--- src/rtl/controle_pkg.sv ---
// rtl/controle_pkg.sv - state encodings, opcodes and ALU op codes for the multicycle control unit
package controle_pkg;

    localparam int STATE_W = 4;

    typedef enum logic [STATE_W-1:0] {
        S_FETCH  = 4'b0000,
        S_DECODE = 4'b0001,
        S_EXEC   = 4'b0010,
        S_MEM    = 4'b0100,
        S_WB     = 4'b0110,
        S_PCUPD  = 4'b1000,
        S_HALT   = 4'b1111
    } state_e;

    localparam logic [6:0] OP_LW = 7'b0000011;
    localparam logic [6:0] OP_SW = 7'b0100011;
    localparam logic [6:0] OP_R  = 7'b0110011;
    localparam logic [6:0] OP_I  = 7'b0010011;
    localparam logic [6:0] OP_BR = 7'b1100011;

    localparam logic [1:0] ALU_ADD   = 2'b00;
    localparam logic [1:0] ALU_SUB   = 2'b01;
    localparam logic [1:0] ALU_RTYPE = 2'b10;
    localparam logic [1:0] ALU_ITYPE = 2'b11;

    // Reassembles the 13-bit signed B-type byte offset (bit 0 always 0).
    function automatic logic [12:0] b_offset(input logic [31:0] ir);
        return {ir[31], ir[7], ir[30:25], ir[11:8], 1'b0};
    endfunction

endpackage

--- src/rtl/gerador_imediato.sv ---
// rtl/gerador_imediato.sv - splits the B-type branch offset into sign and magnitude
module gerador_imediato
    import controle_pkg::*;
(
    input  logic [31:0] ir_i,
    output logic        negative_o,
    output logic [11:0] magnitude_o,
    output logic        overflow_o
);

    logic [12:0] offset;
    logic [12:0] mag;
    logic        unused_bits;

    assign offset      = b_offset(ir_i);
    assign mag         = offset[12] ? (~offset + 13'd1) : offset;
    assign negative_o  = offset[12];
    assign magnitude_o = mag[11:0];
    // -4096 is the only offset whose magnitude does not fit in 12 bits
    assign overflow_o  = (offset == 13'h1000);
    assign unused_bits = ^{ir_i[24:12], ir_i[6:0], mag[12]};

endmodule

--- src/rtl/unidade_controle.sv ---
// rtl/unidade_controle.sv - multicycle control unit and instruction register
module unidade_controle
    import controle_pkg::*;
(
    input  logic               clk,
    input  logic               rst_n,
    input  logic [31:0]        instr,
    input  logic               zero,
    output logic [STATE_W-1:0] state,
    output logic [31:0]        ir,
    output logic               pcsrc,
    output logic [11:0]        immediate,
    output logic               negative,
    output logic               reg_write,
    output logic               mem_read,
    output logic               mem_write,
    output logic               alu_src,
    output logic               mem_to_reg,
    output logic [1:0]         alu_op,
    output logic               illegal,
    output logic [31:0]        retired
);

    state_e      state_q;
    logic [31:0] ir_q;
    logic        pcsrc_q;
    logic [11:0] imm_q;
    logic        neg_q;
    logic        illegal_q;
    logic [31:0] retired_q;

    logic        g_neg;
    logic [11:0] g_mag;
    logic        g_ovf;

    gerador_imediato u_gerador_imediato (
        .ir_i        (ir_q),
        .negative_o  (g_neg),
        .magnitude_o (g_mag),
        .overflow_o  (g_ovf)
    );

    logic [6:0] opcode;
    logic       is_lw, is_sw, is_r, is_i, is_br, br_ok, legal;

    assign opcode = ir_q[6:0];
    assign is_lw  = (opcode == OP_LW);
    assign is_sw  = (opcode == OP_SW);
    assign is_r   = (opcode == OP_R);
    assign is_i   = (opcode == OP_I);
    assign is_br  = (opcode == OP_BR);
    assign br_ok  = is_br && (ir_q[14:12] == 3'b000) && !g_ovf;
    assign legal  = is_lw || is_sw || is_r || is_i || br_ok;

    always_ff @(posedge clk or negedge rst_n) begin
        if (!rst_n) begin
            state_q   <= S_FETCH;
            ir_q      <= '0;
            pcsrc_q   <= 1'b0;
            imm_q     <= '0;
            neg_q     <= 1'b0;
            illegal_q <= 1'b0;
            retired_q <= '0;
        end else begin
            case (state_q)
                S_FETCH: begin
                    ir_q    <= instr;
                    state_q <= S_DECODE;
                end
                S_DECODE: begin
                    if (legal) begin
                        state_q <= S_EXEC;
                        neg_q   <= is_br && g_neg;
                        imm_q   <= is_br ? g_mag : 12'd0;
                    end else begin
                        state_q   <= S_HALT;
                        illegal_q <= 1'b1;
                    end
                end
                S_EXEC: begin
                    pcsrc_q <= is_br && zero;
                    if (is_lw || is_sw) begin
                        state_q <= S_MEM;
                    end else if (is_br) begin
                        state_q <= S_PCUPD;
                    end else begin
                        state_q <= S_WB;
                    end
                end
                S_MEM:   state_q <= is_lw ? S_WB : S_PCUPD;
                S_WB:    state_q <= S_PCUPD;
                S_PCUPD: begin
                    pcsrc_q   <= 1'b0;
                    retired_q <= retired_q + 32'd1;
                    state_q   <= S_FETCH;
                end
                S_HALT:  state_q <= S_HALT;
                default: state_q <= S_FETCH;
            endcase
        end
    end

    // Datapath enables are a pure function of registered state and opcode.
    logic in_datapath;
    assign in_datapath = (state_q == S_EXEC) || (state_q == S_MEM) || (state_q == S_WB);

    always_comb begin
        reg_write  = 1'b0;
        mem_read   = 1'b0;
        mem_write  = 1'b0;
        alu_src    = 1'b0;
        mem_to_reg = 1'b0;
        alu_op     = ALU_ADD;
        if (in_datapath) begin
            reg_write  = (state_q == S_WB);
            mem_read   = (state_q == S_MEM) && is_lw;
            mem_write  = (state_q == S_MEM) && is_sw;
            mem_to_reg = (state_q == S_WB) && is_lw;
            alu_src    = is_lw || is_sw || is_i;
            if (is_br) begin
                alu_op = ALU_SUB;
            end else if (is_r) begin
                alu_op = ALU_RTYPE;
            end else if (is_i) begin
                alu_op = ALU_ITYPE;
            end
        end
    end

    assign state     = state_q;
    assign ir        = ir_q;
    assign pcsrc     = pcsrc_q;
    assign immediate = imm_q;
    assign negative  = neg_q;
    assign illegal   = illegal_q;
    assign retired   = retired_q;

endmodule

--- config.mk ---
export PLATFORM = sky130hd
export DESIGN_NAME = unidade_controle
export DESIGN_NICKNAME = d
export VERILOG_FILES = /design/src/rtl/controle_pkg.sv /design/src/rtl/gerador_imediato.sv /design/src/rtl/unidade_controle.sv
export SDC_FILE = /design/constraint.sdc
export NUM_CORES = 1
export LEC_CHECK = 0
export BUFFER_PORTS_ARGS = -buffer_cell sky130_fd_sc_hd__clkbuf_2
export CAP_MARGIN = 20
export CORE_ASPECT_RATIO = 0.7
export CORE_MARGIN = 1.5
export CORE_UTILIZATION = 54
export DETAILED_ROUTE_END_ITERATION = 8
export GPL_TIMING_DRIVEN = 1
export PLACE_DENSITY_LB_ADDON = 0.08
export SYNTH_ARGS = -nofsm -noshare
export SYNTH_HDL_FRONTEND = slang
export SYNTH_SLANG_ARGS = --single-unit
--- constraint.sdc ---
create_clock -name clk -period 6.2 [get_ports clk]
set_input_delay 0.31 -clock clk [delete_from_list [all_inputs] [get_ports clk]]
set_output_delay 0.31 -clock clk [all_outputs]
set_load 0.02 [all_outputs]
* Yosys cells after proc, flatten, opt, wreduce, memory -nomap -nowiden
Index checks and enable logic that the tools add are counted.
** Storage, ports and cells
- ROM bits :: 0
- Latch bits :: 0
- Output and inout port bits :: 90
- Register bits :: 83
- Logic and storage cells :: 60
- Input bits :: 35
- Memory bits (writable) :: 0
- Memories :: 0
** Cells by class
- Mux-type cells :: 17
- Bitwise logic cells :: 2
- Reductions and logical operators :: 20
- Div/mod/pow operators :: 0
- Eq/ne operators :: 12
- Shift-type cells :: 0
- Magnitude comparators :: 0
- Add/sub/neg operators :: 2
- $mul :: 0
** Operators by type and width (count)
- $add A32 B1 Y32 const B :: 1
- $mux W12 :: 2
- $pmux W4 S6 :: 1
- $mux W4 :: 4
- $eq A7 B6 Y1 const B :: 2
- $add A12 B1 Y12 const B :: 1
- $eq A12 B12 Y1 const B :: 1
- $not A12 Y12 :: 1
- $eq A4 B3 Y1 const B :: 2
- $eq A4 B4 Y1 const B :: 2
- $mux W2 :: 4
- $eq A7 B2 Y1 const B :: 1
- $eq A7 B5 Y1 const B :: 1
- $eq A7 B7 Y1 const B :: 1
- $logic_and A1 B1 Y1 :: 7
- $logic_or A1 B1 Y1 :: 7
- $mux W1 :: 5
- $eq A4 B1 Y1 const B :: 1
- $eq A4 B2 Y1 const B :: 1
- $logic_not A4 Y1 :: 1
- $reduce_and A2 Y1 :: 2
- $logic_not A3 Y1 :: 1
- $pmux W1 S2 :: 1
- $reduce_bool A2 Y1 :: 1
- other kinds (2) :: 2

* Logic depth before layout (Yosys ltp)
Gate-level depths: netlist (run 1).
- Depth after elaboration :: 7
- Depth in mapped cells :: 8

* Modules after synthesis
From an unflattened synthesis (run 1), not the netlist that was laid out.
** Second synthesis, totals
- Cells, all modules :: 333
- Area, all modules :: 3867.5 µm²
** By module, submodules not included
- unidade_controle :: cells each 295, seq. area each 2077.0 µm², area each 3604.7 µm², instances 1
- gerador_imediato :: cells each 38, seq. area each 0.0 µm², area each 262.8 µm², instances 1

* Worst setup path after synthesis (run 1)
Ideal clock, no wire load.
- Path kind :: register -> register
- Start :: register ir_q[8] (netlist: ir[8])
- End :: register imm_q[9] (netlist: immediate[9])
- Data arrival time :: 2329 ps
- Setup slack :: 3747 ps
- Cell stages (with the launch flop) :: 9
- Required time :: 6075 ps
- Setup time :: 125 ps
- Cells stage by stage :: dfrtp_1 -> inv_1 -> ha_1 -> or4b_2 -> nor4_1 -> o31ai_1 -> nand2b_1 -> buf_6 -> mux2_2
** On the way
- Cells in the longest elaborated chain, start to end :: 5
** RTL lines
- start: declaration :: line unidade_controle.sv:25 : logic [31:0] ir_q;
- start signal: assignment :: line unidade_controle.sv:67 : ir_q <= instr;
- branches (longest 5 deep; another with $add A12 B1 Y12)
- end signal: assignment :: line unidade_controle.sv:74 : imm_q <= is_br ? g_mag : 12'd0;
- end: declaration :: line unidade_controle.sv:27 : logic [11:0] imm_q;
Parallel ways; which one is timed is not known.
A chain may end at the register's enable or synchronous reset.

* Final worst setup path (run 1)
Ends and elaborated chain as after synthesis.

==> impl_metrics.csv, run 1 <==
group,metric,value,unit
hold_path,hold_class,"in -> reg",
die,die_w,103.2,um
worst_setup_path,cp_slowest_cell,"or4b_2",
routing,drt-initial-drc-count,100,
place,portBuffers,123,
logic_synthesis,synthFlopType,"dfrtp_1",
final_layout,drive_gt1_share,39.91,%
sta,finalSetupTns,0,ps
logic_synthesis,synth_edf_count,0,
sta,hold_viol,0,
global_route,antenna_found_initial,0,
cts,cts.sinks,82,
logic_synthesis,ys_warn_count,0,
worst_setup_path,max_stage_delay,670,ps
cts,cts.clk_slew.worst_paths,80,ps
cts,cts_tree,"yes",
sta,worst_pin_slew,1043,ps
logic_synthesis,syn_inst,318,
cts,worstSkewPairLatency,360,ps
worst_setup_path,path_cells,"inv_1 -> ha_1 -> or4b_2 -> nor4_1 -> o31ai_1 -> nand2b_1 -> mux2_2",
place,dpl_cell_area,0.004464,mm2
worst_setup_path,worstReg2RegEnd,"immediate[9]",
worst_setup_path,worstPathRequired,6450,ps
worst_setup_path,crit_type,"reg -> reg",
logic_synthesis,syn_avg_cell_area,11.93,um2
global_route,grt_pass1_wl,13.81,mm
worst_setup_path,worst_setup_path_start_kind,"flop",
die,start_util,55.91,%
die,core,0.006788,mm2
routing,routedWlPerCell,15.76,um
pwr,p_per_area,428.5,mW/mm2
worst_setup_path,end_kind,"flop",
logic_synthesis,synth_cell_types,43,
worst_setup_path,r2r_slack,3330,ps
logic_synthesis,syn-num-nets,355,
routing,postRouteWirelength,8.512,mm
logic_synthesis,syn_area,0.003795,mm2
sta,rsz0062_at_grt,"false",
cts,clk_path_buf_depth,2,
routing,vias_per_cell,5.509,
global_route,grt_use_total,24.39,%
hold_path,hold-path-endpoint,"ir[9]",
sta,drv_slew,0,
sta,fin_skew,8.293,ps
routing,firstDrtPassIters,4,
die,dieArea,0.007547,mm2
hold_path,min_from,"instr[9]",
logic_synthesis,ys_seq_elements,82,
sta,relSlewSlack,29.51,%
status,outcome,"finished clean",
routing,drc,0,
final_layout,fillers,564,
die,ios,125,
worst_setup_path,r2r_cells,7,
global_route,grt_pass1_vias,2823,
routing,dr_total_vias,2975,
worst_setup_path,cp.arrival,3110,ps
sta,min_period,2866,ps
pwr,irDropWorstVdd,292.9,uV
pwr,total_power,2012,uW
hold_path,whs_path_depth,3,
worst_setup_path,crit_fanout,12,
cts,cts-htree-levels,3,
routing,ant_nets,0,
cts,tritoncts.num_buffers,9,
place,gp_congestion,0.8170,
final_layout,area_delta_synth_final,23.74,%
global_route,gr-total-overflow,0,
die,fp.dieH,73.14,um
worst_setup_path,r2r-start,"ir[8]",
global_route,grt_max_degree,83,
logic_synthesis,postSynth.asyncResetShare,100.0,%
sta,timing.final.crit_share,46.22,%
final_layout,design_area,0.004696,mm2
place,post-dp-hpwl,6.077,mm
final_layout,fin_nets,478,
run,maxCapViolations,0,
pwr,p_leak,0.002332,uW
final_layout,antenna_cells,0,
cts,post-cts-setup-buffers,0,
logic_synthesis,ys_seq_area_share,54.07,%
sta,setup_viol,0,
cts,cts-root-buf,"clkbuf_8",
place,place_ws,3357,ps
die,fp-row-count,25,
sta,setup_slack,3334,ps
sta,fmax,0.3490,GHz
## cell usage in the layout, fill, tap and decap left out, types with 3 or more instances in the layout
master and n:
o31ai_1 4, nand2_1 20, and4_1 5, nor4b_1 3, nand2b_1 5, nor4_4 3, clkbuf_8 9, a21oi_1 4
and2_1 4, nor2_1 21, nand4_1 13, mux2_2 31, clkbuf_2 122, nor3_1 4, inv_1 5, nand3_1 12
xor2_1 15, and3_1 5, clkinvlp_4 3, o21ai_0 8, or4b_2 3, xnor2_1 25, mux2_1 8, dfrtp_1 82
## how the worst max path moves through the flow
stage,from,endpoint,slack [ps]
2_1_floorplan,ir[8],immediate[9],3750
3_3_place_gp,ir[8],immediate[9],3490
3_5_place_dp,ir[8],immediate[9],3360
4_1_cts,ir[8],immediate[11],3340
5_1_grt,ir[0],immediate[7],3090
6_report,ir[8],immediate[9],3330
## flip-flops by register name, indices dropped and copies added (netlist names)
register   flops
ir            32
retired       32
immediate     11
state          4
illegal        1
negative       1
pcsrc          1
## cell families (layout without fill, tap and decap cells)
family	after synthesis	after routing	synth area share, %
buf+inv	19	147	2.670
other cells	1	1	0.09882
mux	41	41	12.10
flops	82	82	54.07
fa+ha+maj	2	2	0.6593
simple gates	109	109	17.14
compound gates	24	24	4.023
xor+xnor	40	40	9.232
## synthesized netlist by cell type (2+ instances only)
cell type,n,share of area [%]
a21oi_1,4,0.53
and2_1,4,0.66
and3_1,5,0.82
and3b_1,2,0.46
and4_1,5,1.2
buf_2,3,0.40
buf_4,3,0.59
buf_6,2,0.59
clkbuf_1,6,0.59
dfrtp_1,82,54
ha_1,2,0.66
inv_1,5,0.49
mux2_1,8,2.4
mux2_2,31,9.2
mux2i_1,2,0.53
nand2_1,20,2.0
nand2b_1,5,0.82
nand3_1,12,1.6
nand4_1,13,2.1
nor2_1,21,2.1
nor3_1,4,0.53
nor4_1,2,0.33
nor4_4,2,1.1
nor4b_1,3,0.69
o211ai_1,2,0.40
o21ai_0,8,1.1
o31ai_1,4,0.79
o41ai_1,2,0.46
or4_1,2,0.40
or4b_2,3,0.79
xnor2_1,25,5.8
xor2_1,15,3.5
## worst max-delay path, delay by kind of cell (launching register included)
kind / cells / cell delay [ps]
adder cells (fa/ha/maj): 1 / 200
AO/OA/AOI/OAI: 1 / 150
multiplexers: 1 / 400
flip-flops: 1 / 430
AND/OR/NAND/NOR: 3 / 1470
buffers and inverters: 1 / 110
## where the power goes
part / internal [uW] / total, uW / switching (uW)
clock: 187 / 385 / 198
sequential: 669 / 849 / 181
combinational: 342 / 778 / 436
total: 1200 / 2010 / 815
## repair_timing
item | 4_1_cts | 5_1_grt
gates resized for setup | 0 | 0
hold endpoints to repair | 0 | 34
hold buffers | 0 | 1
## final cells by class
type | count | area [um2] | share of cell area, %
Multi-Input combinational cell | 217 | 1650 | 35.15
Timing Repair Buffer | 126 | 663.1 | 14.12
Clock inverter | 6 | 66.31 | 1.412
Clock buffer | 10 | 127.6 | 2.718
Sequential cell | 82 | 2052 | 43.70
Tap cell | 94 | 117.6 | 2.505
Inverter | 5 | 18.77 | 0.3997
## per-stage QoR
stage / instances / hold WS [ps] / util (%)
final: 540 / 161.0 / 69.18
after global routing: 540 / 160.9 / 69.18
after CTS: 538 / 144.5 / 68.63
after detailed placement: 522 / 465.7 / 65.77
after global placement: 522 / 460.3 / 65.77
after floorplan: 318 / 14.41 / -
## per-layer routing
metal / global-route usage, % / share of wire [%] / vias up
met4: 10.66 / 1.9 / 0
met2: 34.21 / 44 / 114
li1: - / - / 1378
met1: 35.14 / 47 / 1468
met5: 0 / 0 / -
met3: 7.280 / 7.8 / 15
No activity file was read; power rests on OpenSTA's default activity.
==> inputs of run 2 (changes only) <==
--- a/config.mk
+++ b/config.mk
@@ -9,7 +9,7 @@
 export CAP_MARGIN = 20
 export CORE_ASPECT_RATIO = 0.7
 export CORE_MARGIN = 1.5
-export CORE_UTILIZATION = 54
+export CORE_UTILIZATION = 51
 export DETAILED_ROUTE_END_ITERATION = 8
 export GPL_TIMING_DRIVEN = 1
 export PLACE_DENSITY_LB_ADDON = 0.08
==> constraint.sdc (replaced) <==
create_clock -name clk -period 2.8 [get_ports clk]
set_input_delay 0.14 -clock clk [delete_from_list [all_inputs] [get_ports clk]]
set_output_delay 0.14 -clock clk [all_outputs]
set_load 0.02 [all_outputs]
==> impl_metrics.csv, run 2 (synthesized netlist as in run 1, its figures left out) <==
group,metric,value,unit
cts,cts_tree,"yes",
run,maxCapViolations,0,
cts,worstSkewPairLatency,340,ps
pwr,p_leak,0.002442,uW
cts,cts-htree-levels,3,
worst_setup_path,crit_fanout,5,
die,core,0.007254,mm2
cts,clk_path_buf_depth,2,
final_layout,layout_commonest_cell,"clkbuf_2",
cts,cts.clk_slew.worst_paths,80,ps
worst_setup_path,path_cells,"inv_1 -> ha_1 -> or4b_2 -> nor4_2 -> o31ai_1 -> nand2b_1 -> buf_4 -> mux2_1",
sta,setup_slack,184.3,ps
place,portBuffers,123,
routing,postRouteWirelength,8.315,mm
sta,timing.final.crit_share,93.42,%
final_layout,final_cell_mix,"clkbuf_2 (122), dfrtp_1 (82), mux2_2 (31)",
sta,hold_viol,0,
global_route,grt_use_total,21.73,%
routing,drt-initial-drc-count,117,
sta,finalSetupTns,0,ps
place,post-dp-hpwl,6.022,mm
routing,dr_total_vias,2940,
cts,cts-root-buf,"clkbuf_8",
worst_setup_path,crit_type,"reg -> reg",
pwr,irDropWorstVdd,536.9,uV
sta,relSlewSlack,43.30,%
cts,tritoncts.num_buffers,9,
status,outcome,"finished clean",
cts,cts.sinks,82,
worst_setup_path,max_stage_delay,670,ps
pwr,p_per_area,960.6,mW/mm2
sta,setup_viol,0,
worst_setup_path,cp_slowest_cell,"or4b_2",
die,fp.dieH,75.17,um
global_route,grt_max_degree,83,
die,ios,125,
worst_setup_path,end_kind,"flop",
die,start_util,52.31,%
sta,worst_pin_slew,838.7,ps
worst_setup_path,cp.arrival,2850,ps
global_route,antenna_found_initial,0,
routing,drc,0,
routing,routedWlPerCell,14.82,um
hold_path,hold_class,"in -> reg",
die,dieArea,0.007976,mm2
routing,firstDrtPassIters,4,
die,fp-row-count,26,
routing,vias_per_cell,5.241,
routing,ant_nets,0,
final_layout,fin_nets,495,
sta,holdWs,22.39,ps
place,place_ws,117.4,ps
place,gp_congestion,0.8400,
worst_setup_path,crit_buf_inv,2,
sta,rsz0062_at_grt,"false",
sta,fin_skew,9.767,ps
die,die_w,106.1,um
sta,fmax,0.3823,GHz
final_layout,area_delta_synth_final,29.28,%
worst_setup_path,worstPathRequired,3030,ps
global_route,grt_pass1_wl,13.35,mm
worst_setup_path,cp_top_family,"simple AND/OR/NAND/NOR gates",
sta,min_period,2616,ps
worst_setup_path,worst_setup_path_start_kind,"flop",
global_route,grt_pass1_vias,2639,
final_layout,antenna_cells,0,
final_layout,drive_gt1_share,41.25,%
sta,drv_slew,0,
global_route,gr-total-overflow,0,
[run 2: cell count changes in the layout (fill, tap and decap cells not counted), moves of 2 or more]
cell	change
clkbuf_8	+2
buf_4	+12
bufinv_16	+2
dlygate4sd3_1	+5
clkinvlp_4	-2
[run 2: timing repair]
action	CTS	global route
hold buffers	5	1
resized for setup	0	1
setup endpoints to repair	0	9
buffers inserted	0	3
endpoints found under the hold margin	5	82
[run 2: path summary, 6_finish.rpt]
path | to | slack (ps) | cells after the start | from
max in group asynchronous | ir[24] | 2040 | 3 | rst_n
hold reg to reg | retired[31] | 470 | 1 | retired[31]
min in group asynchronous | immediate[4] | 150 | 2 | rst_n
hold / removal | ir[17] | 20 | 2 | instr[17]
setup reg to reg | immediate[2] | 180 | 8 | ir[8]
setup / recovery | immediate[2] | 180 | 8 | ir[8]
[run 2: through the flow]
step | instances | area [um2] | total power [uW] | utilization, %
final | 561 | 4906 | 4713 | 67.63
after global routing | 561 | 4906 | 4991 | 67.63
after CTS | 556 | 4840 | 4746 | 66.71
after detailed placement | 535 | 4537 | 3668 | 62.54
after global placement | 535 | 4537 | 3631 | 62.54
after floorplan | 318 | 3795 | 3055 | -
[run 2: power by group]
| group | internal, uW | switching [uW] | leakage [uW] |
|---|---|---|---|
| clock network | 642 | 416 | 0.000123 |
| logic | 812 | 1050 | 0.00126 |
| registers | 1480 | 311 | 0.00106 |
| total | 2940 | 1780 | 0.00244 |
[run 2: final cells by class]
cell class | instances | area (um2)
fillers | 585 | 2349
flip-flops and latches | 82 | 2052
multi-input cells | 217 | 1657
repair buffers | 143 | 803.3
clock buffers | 12 | 155.1
well taps | 98 | 122.6
clock inverters | 4 | 97.59
inverters | 5 | 18.77
[run 2: worst reg2reg max path, stage by stage, from the launching register on]
cell and delay, ps:
dfrtp_1 420, inv_1 100, ha_1 200, or4b_2 670
nor4_2 260, o31ai_1 130, nand2b_1 210, buf_4 190
mux2_1 330
[run 2: routing by layer]
metal / up-vias / wire length [um] / track usage, %
li1: 1409 / - / -
met1: 1432 / 4190 / 33.50
met2: 93 / 3563 / 29.61
met3: 6 / 510 / 6.061
met4: 0 / 51 / 6.306
met5: - / 0 / 0
==> inputs of run 3 (changes only) <==
==> constraint.sdc (replaced) <==
create_clock -name clk -period 2.8 [get_ports clk]
set_input_delay 0.56 -clock clk [delete_from_list [all_inputs] [get_ports clk]]
set_output_delay 0.56 -clock clk [all_outputs]
set_load 0.02 [all_outputs]
==> impl_metrics.csv, run 3 (synthesized netlist as in run 1, its figures left out) <==
group,metric,value,unit
sta,fmax,0.3685,GHz
global_route,grt_pass1_vias,2625,
cts,cts-htree-levels,3,
cts,post-cts-setup-buffers,0,
worst_setup_path,worst_setup_path_start_kind,"flop",
worst_setup_path,crit_fanout,9,
routing,vias_per_cell,5.342,
routing,dr_total_vias,2922,
cts,cts.clk_slew.worst_paths,80,ps
pwr,p_per_area,954.5,mW/mm2
final_layout,final_cell_mix,"clkbuf_2 (122), dfrtp_1 (81), mux2_2 (31)",
cts,worstSkewPairLatency,360,ps
final_layout,area_delta_synth_final,25.32,%
routing,drc,0,
sta,rsz0062_at_grt,"false",
pwr,sw_frac_of_total,39.96,%
sta,timing.final.crit_share,96.92,%
die,fp.dieH,75.17,um
place,post-dp-hpwl,6.237,mm
pwr,irDropWorstVdd,641.6,uV
final_layout,antenna_cells,0,
pwr,pwr-share-comb,38.9,%
pwr,p_int,2726,uW
cts,postCtsHoldBufs,0,
die,fp-row-count,26,
die,start_util,52.31,%
global_route,grt_pass1_wl,13.56,mm
die,dieArea,0.007976,mm2
sta,fin_skew,8.071,ps
hold_path,hold_class,"in -> async",
sta,hold_viol,0,
final_layout,postLayoutCoreUtil,65.56,%
routing,routedWlPerCell,15.63,um
worst_setup_path,r2r_slack,200,ps
worst_setup_path,crit_type,"reg -> out",
cts,cts_tree,"yes",
run,maxCapViolations,0,
die,core,0.007254,mm2
cts,clk_path_buf_depth,2,
global_route,grt_max_degree,45,
place,gp_congestion,0.8347,
routing,drt-initial-drc-count,66,
worst_setup_path,end_kind,"primary output",
cts,cts.sinks,82,
final_layout,layout_commonest_cell,"clkbuf_2",
sta,relSlewSlack,40.16,%
routing,firstDrtPassIters,4,
pwr,clkPwrFrac,19.4,%
die,die_w,106.1,um
pwr,switchingPower,1814,uW
routing,ant_nets,0,
worst_setup_path,r2r_cells,8,
place,portBuffers,123,
status,outcome,"finished clean",
sta,finalSetupTns,0,ps
cts,cts-root-buf,"clkbuf_8",
routing,postRouteWirelength,8.547,mm
die,ios,125,
final_layout,fillers,602,
pwr,p_leak,0.002363,uW
worst_setup_path,worstPathRequired,2240,ps
global_route,grt_use_total,22.57,%
sta,worst_pin_slew,885.2,ps
global_route,antenna_found_initial,0,
final_layout,fin_nets,481,
final_layout,drive_gt1_share,41.20,%
sta,setup_viol,0,
sta,drv_slew,0,
sta,min_period,2714,ps
global_route,gr-total-overflow,0,
pwr,seqPwrFrac,41.7,%
cts,tritoncts.num_buffers,9,
worst_setup_path,cp.arrival,2150,ps
## run 3: layer usage
metal  vias up  wire length [um]  track usage [%]
met2       102              3798            32.62
met5         -                 0                0
li1       1374                 -                -
met3         5               667            8.745
met4         0                57            5.405
met1      1441              4024            32.18
## run 3: final timing paths
kind / start / end
setup / recovery: state[0] / mem_write
hold / removal: rst_n / immediate[4]
setup reg to reg: ir[8] / immediate[9]
hold reg to reg: retired[31] / retired[31]
max in group asynchronous: rst_n / immediate[7]
min in group clk: instr[4] / ir[4]
## run 3: critical path, cell delays in order (launching register included)
cell and delay, ps:
dfrtp_1 500, or4b_2 760, nor4b_1 320, clkbuf_2 230
## run 3: power by group through the flow
stage	logic [uW]	registers (uW)	clock network, uW
3_3_place_gp	1730	1870	0
3_5_place_dp	1760	1890	0
5_1_grt	1910	1940	953
4_1_cts	1780	1870	909
2_1_floorplan	953	2100	0
6_report	1770	1890	883
## run 3: timing repair
| item | CTS | global route |
|---|---|---|
| gates cloned | 0 | 0 |
| endpoints found under the setup margin | 1 | 2 |
| gates resized for setup | 2 | 3 |
## run 3: final cells by class
class | instances | area (um2) | share of cell area (%)
Sequential cell | 82 | 2053 | 43.17
Tap cell | 98 | 122.6 | 2.578
Multi-Input combinational cell | 217 | 1680 | 35.33
Timing Repair Buffer | 129 | 675.6 | 14.21
Clock inverter | 4 | 50.05 | 1.052
Inverter | 5 | 18.77 | 0.3946
Clock buffer | 12 | 155.1 | 3.262
## run 3: stage by stage
step                      power [uW]  cell area (um2)  setup slack (ps)  hold slack (ps)  instances
after floorplan                 3055             3795             130.7            264.4        318
after global placement          3599             4519             322.1            466.5        531
after detailed placement        3655             4519             239.1            472.4        531
after CTS                       4559             4737             78.09            173.5        547
after global routing            4806             4756             22.07            187.5        547
final                           4539             4756             86.34            169.7        547
